<file path="src/rtl/lamp_stretch.sv">
// lamp_stretch -- front-panel lamp output conditioner.
//
// Stretches single-cycle internal events into lamp drive pulses long
// enough to be seen. A shared DIV_W-bit prescaler produces a slow tick.
// Each channel has a retriggerable hold counter that is reloaded with
// HOLD on an event and decremented once per tick until it reaches zero.
//
// Optional feature: define LAMP_PWM_EN to add a 4-bit brightness input
// and a free-running PWM phase counter that gates held lamps.
//
// Parameters:
//   N      number of lamp channels (>=1)
//   DIV_W  prescaler width; tick period is 2^DIV_W clk cycles (>=2)
//   HOLD   hold length in ticks (>=1)
//
// Ports:
//   clk        system clock
//   reset      asynchronous, active-high reset
//   evt        [N] per-channel event strobes (the natural name "event"
//              is a SystemVerilog keyword)
//   lamp_test  forces every lamp bit high (one cycle registered)
//   bright     [4] PWM level, present only with LAMP_PWM_EN
//   lamp       [N] registered lamp drive
//   tick       one-cycle prescaler strobe
module lamp_stretch #(
  parameter int N     = 8,
  parameter int DIV_W = 15,
  parameter int HOLD  = 10
) (
  input  logic         clk,
  input  logic         reset,
  input  logic [N-1:0] evt,
  input  logic         lamp_test,
`ifdef LAMP_PWM_EN
  input  logic [3:0]   bright,
`endif
  output logic [N-1:0] lamp,
  output logic         tick
);

  localparam int CW = $clog2(HOLD + 1);
  localparam logic [CW-1:0] HOLD_C = CW'(HOLD);

  // Decrement that stops at zero instead of wrapping.
  function automatic logic [CW-1:0] sat_dec(input logic [CW-1:0] v);
    return (v == '0) ? '0 : v - 1'b1;
  endfunction

  logic [DIV_W-1:0] div_q, div_d;
  logic             tick_q, tick_d;
  logic [CW-1:0]    cnt_q [N];
  logic [CW-1:0]    cnt_d [N];
  logic [N-1:0]     lamp_q, lamp_d;
  logic             pwm_gate;

`ifdef LAMP_PWM_EN
  logic [3:0] phase_q, phase_d;

  always_comb begin
    phase_d  = phase_q + 4'd1;
    pwm_gate = (phase_q < bright);
  end
`else
  always_comb begin
    pwm_gate = 1'b1;
  end
`endif

  always_comb begin
    div_d  = div_q + 1'b1;
    // tick is high in the cycle after div has been all-ones.
    tick_d = &div_q;
    for (int i = 0; i < N; i++) begin
      cnt_d[i] = cnt_q[i];
      if (evt[i]) begin
        // Retrigger wins even when it coincides with tick.
        cnt_d[i] = HOLD_C;
      end else if (tick_q) begin
        cnt_d[i] = sat_dec(cnt_q[i]);
      end
      // Using the next count makes the lamp rise on the sampling edge.
      lamp_d[i] = lamp_test | ((cnt_d[i] != '0) & pwm_gate);
    end
  end

  always_ff @(posedge clk or posedge reset) begin
    if (reset) begin
      div_q  <= '0;
      tick_q <= 1'b0;
      lamp_q <= '0;
      for (int i = 0; i < N; i++) cnt_q[i] <= '0;
    end else begin
      div_q  <= div_d;
      tick_q <= tick_d;
      lamp_q <= lamp_d;
      for (int i = 0; i < N; i++) cnt_q[i] <= cnt_d[i];
    end
  end

`ifdef LAMP_PWM_EN
  always_ff @(posedge clk or posedge reset) begin
    if (reset) phase_q <= '0;
    else       phase_q <= phase_d;
  end
`endif

  assign lamp = lamp_q;
  assign tick = tick_q;

endmodule
</file>
<file path="config.mk">
export PLATFORM = sky130hd
export DESIGN_NAME = lamp_stretch
export DESIGN_NICKNAME = d
export VERILOG_FILES = /design/src/rtl/lamp_stretch.sv
export SDC_FILE = /design/constraint.sdc
export NUM_CORES = 1
export LEC_CHECK = 0
export ABC_AREA = 1
export CAP_MARGIN = 25
export CELL_PAD_IN_SITES_DETAIL_PLACEMENT = 0
export CELL_PAD_IN_SITES_GLOBAL_PLACEMENT = 1
export CORE_MARGIN = 2
export CORE_UTILIZATION = 45
export CTS_BUF_LIST = sky130_fd_sc_hd__clkbuf_4 sky130_fd_sc_hd__clkbuf_8
export DETAILED_ROUTE_END_ITERATION = 8
export GPL_ROUTABILITY_DRIVEN = 0
export PLACE_DENSITY = 0.91
export SLEW_MARGIN = 10
export SYNTH_ARGS = -nofsm -noshare
export SYNTH_HDL_FRONTEND = slang
export SYNTH_SLANG_ARGS = --single-unit
</file>
<file path="constraint.sdc">
create_clock -name clk -period 2.2 [get_ports clk]
set_input_delay 0.55 -clock clk [delete_from_list [all_inputs] [get_ports clk]]
set_output_delay 0.55 -clock clk [all_outputs]
set_load 0.01 [all_outputs]
</file>
# After elaboration in Yosys (flattened, before gate mapping)
# Cells that the tools add are included.
dict set report word_totals {
  regBits 56
  inputBits 11
}
dict set report classes {
  n_addsub 9
  muxes 24
  n_bitwise 8
  reduce_logical 17
}
# op count
set op_table {}
lappend op_table {{2-to-1 mux 4 bit} 24}
lappend op_table {{logical NOT 4 bit} 8}
lappend op_table {{nonzero test 4 bit} 8}
lappend op_table {{subtractor 4 x 1 -> 4 bit, second input constant} 8}
lappend op_table {{adder 15 x 1 -> 15 bit, second input constant} 1}
lappend op_table {{AND reduction 15 bit} 1}
lappend op_table {{OR 1 bit} 8}

# Depth between registers and ports, before layout
dict set report logic_depth {
  ltp_word 6
  mapped_depth 8
}

# Worst setup path before layout
# No wires, ideal clock.
dict set report synth_timing {
  kind {flip-flop to flip-flop}
  startpoint {register div_q[0]}
  endpoint {register div_q[14]}
  setup_time_ps 117
  t_arrival_ps 1084
  path_slack_ps 999
  stages_incl_launch_ff 7
  path_buffers 0
  period_less_slack_ps 1201
  cell_sequence {dfrtp_1 -> ha_1 -> nand2_1 -> nor3_4 -> nand3_2 -> nand2_1 -> nand2_1}
}
dict set report synth_via {
  elab_chain_len 1
}
# element line
set synth_lines {}
lappend synth_lines {{start: declaration} 49} ;# logic [DIV_W-1:0] div_q, div_d;
lappend synth_lines {{start signal: assignment} 93} ;# div_q <= div_d;
lappend synth_lines {{adder 15 x 1 -> 15 bit} 70} ;# div_d = div_q + 1'b1;
lappend synth_lines {{named net div_d[14]} 49}
# The timed path passes the listed nets, and every way through them passes these cells.

# Worst setup path after layout
dict set report layout_timing {
  startpoint {register lamp_q[2] (netlist: lamp[2])}
  endpoint {output port lamp[2]}
}
# element line
set layout_rtl {}
lappend layout_rtl {{start: declaration} 53} ;# logic [N-1:0] lamp_q, lamp_d;
lappend layout_rtl {{start signal: assignment} 95} ;# lamp_q <= lamp_d;
lappend layout_rtl {{end: declaration} 37} ;# output logic [N-1:0] lamp,
# No word-level cell between the ends.

==> metrics list <==
- Wire length after detailed routing: 4670 µm
* Launch instance of the worst min-delay path: div_q[0]
* Grt total ovfl: 0
- Relative max-transition margin: 79.4%
- Reg clk slew, reported paths: 0.10 ns
- Number of top-level pins: 20
- The floorplan has 28 rows.
- Of all nets on the critical path, the largest fanout is 1.
* DRC marker count from the first detailed-route iteration: 138
- Core box area: 5850 µm²
- Average size of a mapped cell: 7.89 µm²
* Top achievable clock speed: ~560 MHz
- The first detailed-routing pass ran for 4 iterations.
* Critical path startpoint category: flop
- Total number of vias: 2,096
- Measured in cells, the most critical reg-to-reg path has a length of 8.
- Count of inserted antenna diode cells: 0
- Count of endpoints failing setup in the final report: 0
* # Max-Cap Violations: 0
* Total net switching power: about 0.36 mW
- Synth area leaders: dfrtp_1 (52%), nand2_1 (14%), inv_1 (8.0%)
- After synthesis, the netlist uses 21 different library cells.
- Number of global-route vias before repair: 1,959
- Largest stage delay on the critical path: 0.55 ns
- Setup repair after global routing missed its margin: false
- Largest net degree at the start of global routing: 57
* R2r setup slk: 0.85 ns
- Post-synthesis instance area: 2680 µm²
- Required time at the endpoint of the critical path: 1.65 ns
- Proportion of netlist area held by the largest area contributor: 52.2%
* Share of total power in sequential cells: 61.3%
- Total clock buffers created by CTS: 5
- Delay-heaviest family, CP: buffers and inverters
- The number of max-slew violations in the final report was 0.
- Hold Path Class: flop to flop
- The initial antenna violation count is 0.
- Global routing consumed, over all layers together, ~16% of the routing resources.
- Ratio of routed vias to standard cells: 4.74
* FF+latch count, synth: 56
- The floorplan step set the die width to 81.2 µm.
- Cell count after synthesis: 340
- Cts-stage hold buffer count: 0
* End of the worst register-to-register path: lamp[2]
* Global-route wire length before repair: 8360 µm
- CTS placed an instance of clkbuf_8 at the clock tree root.
* Part of the power in the clock network: between 30% and 40%
* Int Pwr: 1.32 mW
- Fin Hold WS: 0.462 ns
- Number of instances on the worst hold path: 1
- Layout overhead on the synthesized area: 14.4%
- The detail route stage leaves a number of antenna-violating nets equal to 0.
- Hold-critical path endpoint: div_q[0]
- The number of nets handed over by synthesis was around 350.
- Between clock sinks in the finished design, the worst skew comes to 0.0101 ns.
- Clock tree from TritonCTS: yes
- The clock passes through at most 2 buffers.
- Final critical delay including setup and external delays: 1.78 ns
* Proportion of power drawn by combinational gates: 3.6%
* Status: complete, no violations
- Worst slew pin tran: between 0.3 and 0.4 ns
- Count of nets after finishing: 378
* Leakage component of the power: 1.53 nW
- Dividing total power by cell area gives a power density of 546 nW/µm².
- Adding up every negative setup slack in the final design gives 0 ns.
- The critical path in this run is classified as flop to output port.
- After detailed routing, the average wire length per cell comes to 10.6 µm.
- Input and output buffers added on the ports amount to 19.
* CP max-delay cell: clkdlybuf4s50_1
- The largest total area in the synthesized netlist belongs to dfrtp_1.
- Worst supply voltage drop on vdd: 0.246 mV
* Switching share of power: 21.3%
* Utilization after layout: between 50% and 60%
- Cells with a size suffix above 1 make up ~5.2% of the layout.
- Synthesis Warnings: 0
- The startpoint identified for the worst register-to-register timing path is tick.
* Die Area: between 6000 and 7000 µm²
- The final critical path takes up between 80% and 90% of the cycle.
* Sequential share of the synthesized area: 52.2%
* Hold Vio Cnt, Final: 0
- Critical path capture point type: output port
- Number of design rule violations left after detail routing: 0
- Effective utilization at floorplan: between 40% and 50%
* Buffering stage count on the worst path with inverters included: 1
- Vertical die dimension: slightly above 80 µm
- Skew-Pair Late Insertion Delay: 0.30 ns
* Worst Path Arrival: 1.23 ns
- The critical path goes through clkdlybuf4s50_1.
- The clock net in this run drives a total of between 50 and 60 sinks.
- Buffers added to address setup during post-CTS repair amount to 0.
- H-tree levels: 2
- Post-cts gate resize count: 0
- HPWL after detailed placement: ~3400 µm
## layer usage
metal  vias up  track usage, %  share of wire [%]
li1       1102               -                  -
met1       966            20.3                 49
met2        24            27.7                 47
met3         4            3.89                3.5
met4         0            5.59               0.99
met5         -               0                  0
## worst max-delay path by stage
stage | start | endpoint | cells past startpoint | slack [ns]
3_5_place_dp | lamp_test | lamp[1] | 5 | 0.58
5_1_grt | lamp[2] | lamp[2] | 1 | 0.38
2_1_floorplan | reset | cnt_q[0] | 1 | 0.28
3_3_place_gp | evt[3] | lamp[3] | 6 | 0.59
4_1_cts | lamp[2] | lamp[2] | 1 | 0.41
6_report | lamp[2] | lamp[2] | 1 | 0.42
## power groups by stage
stage / logic (mW) / clock network [mW] / registers [mW]
after floorplan: 0.0258 / 0 / 1.05
after global placement: 0.0623 / 0 / 1.05
after detailed placement: 0.0632 / 0 / 1.05
after CTS: 0.0634 / 0.618 / 1.03
after global routing: 0.0695 / 0.656 / 1.03
final: 0.0607 / 0.588 / 1.03
## cells in the final DEF, fill, tap and decap left out, drive strengths merged
cell type | Yosys | final
a21oi | 9 | 9
clkdlybuf4s50 | 0 | 19
xnor2 | 1 | 1
buf | 2 | 2
nor2 | 48 | 48
clkbuf | 0 | 7
a211oi | 7 | 7
nor3 | 4 | 4
inv | 58 | 58
dfrtp | 56 | 56
o21ai | 13 | 13
nand4 | 3 | 3
ha | 1 | 1
xor2 | 7 | 7
nand3 | 28 | 28
nand2 | 103 | 103
clkinvlp | 0 | 1
## cell families after synthesis
family,after synthesis,synth area share [%]
AO/OA/AOI/OAI,29,6.20
XOR/XNOR,8,2.61
adder cells (fa/ha/maj),1,0.466
buffers and inverters,60,8.96
flip-flops,56,52.2
AND/OR/NAND/NOR,186,29.5
## cells in the mapped netlist, drive strengths merged
master,number
nor3,4
ha,1
buf,2
nand3,28
nand4,3
xor2,7
dfrtp,56
nor2,48
a21oi,9
xnor2,1
o21ai,13
inv,58
a211oi,7
nand2,103
## stage by stage
step | worst slack (ns) | instance area (µm²) | power (mW) | std cells
2_1_floorplan | 0.279 | 2680 | 1.07 | 340
4_1_cts | 0.411 | 3070 | 1.71 | 442
3_5_place_dp | 0.580 | 2970 | 1.11 | 434
3_3_place_gp | 0.592 | 2970 | 1.11 | 434
6_report | 0.417 | 3070 | 1.68 | 442
5_1_grt | 0.381 | 3070 | 1.75 | 442
## state kept, by name (all words and copies together) (netlist names)
| name | cells |
|---|---|
| cnt_q | 32 |
| tick | 1 |
| div_q | 15 |
| lamp | 8 |
## area by class of cell
cell class	instances	area, µm²
fillers	537	2780
flip-flops and latches	56	1400
multi-input cells	224	1040
repair buffers	21	218
inverters	58	218
well taps	75	93.8
clock buffers	7	90.1
clock inverters	1	7.51
Power figures use the tool's default switching activity.
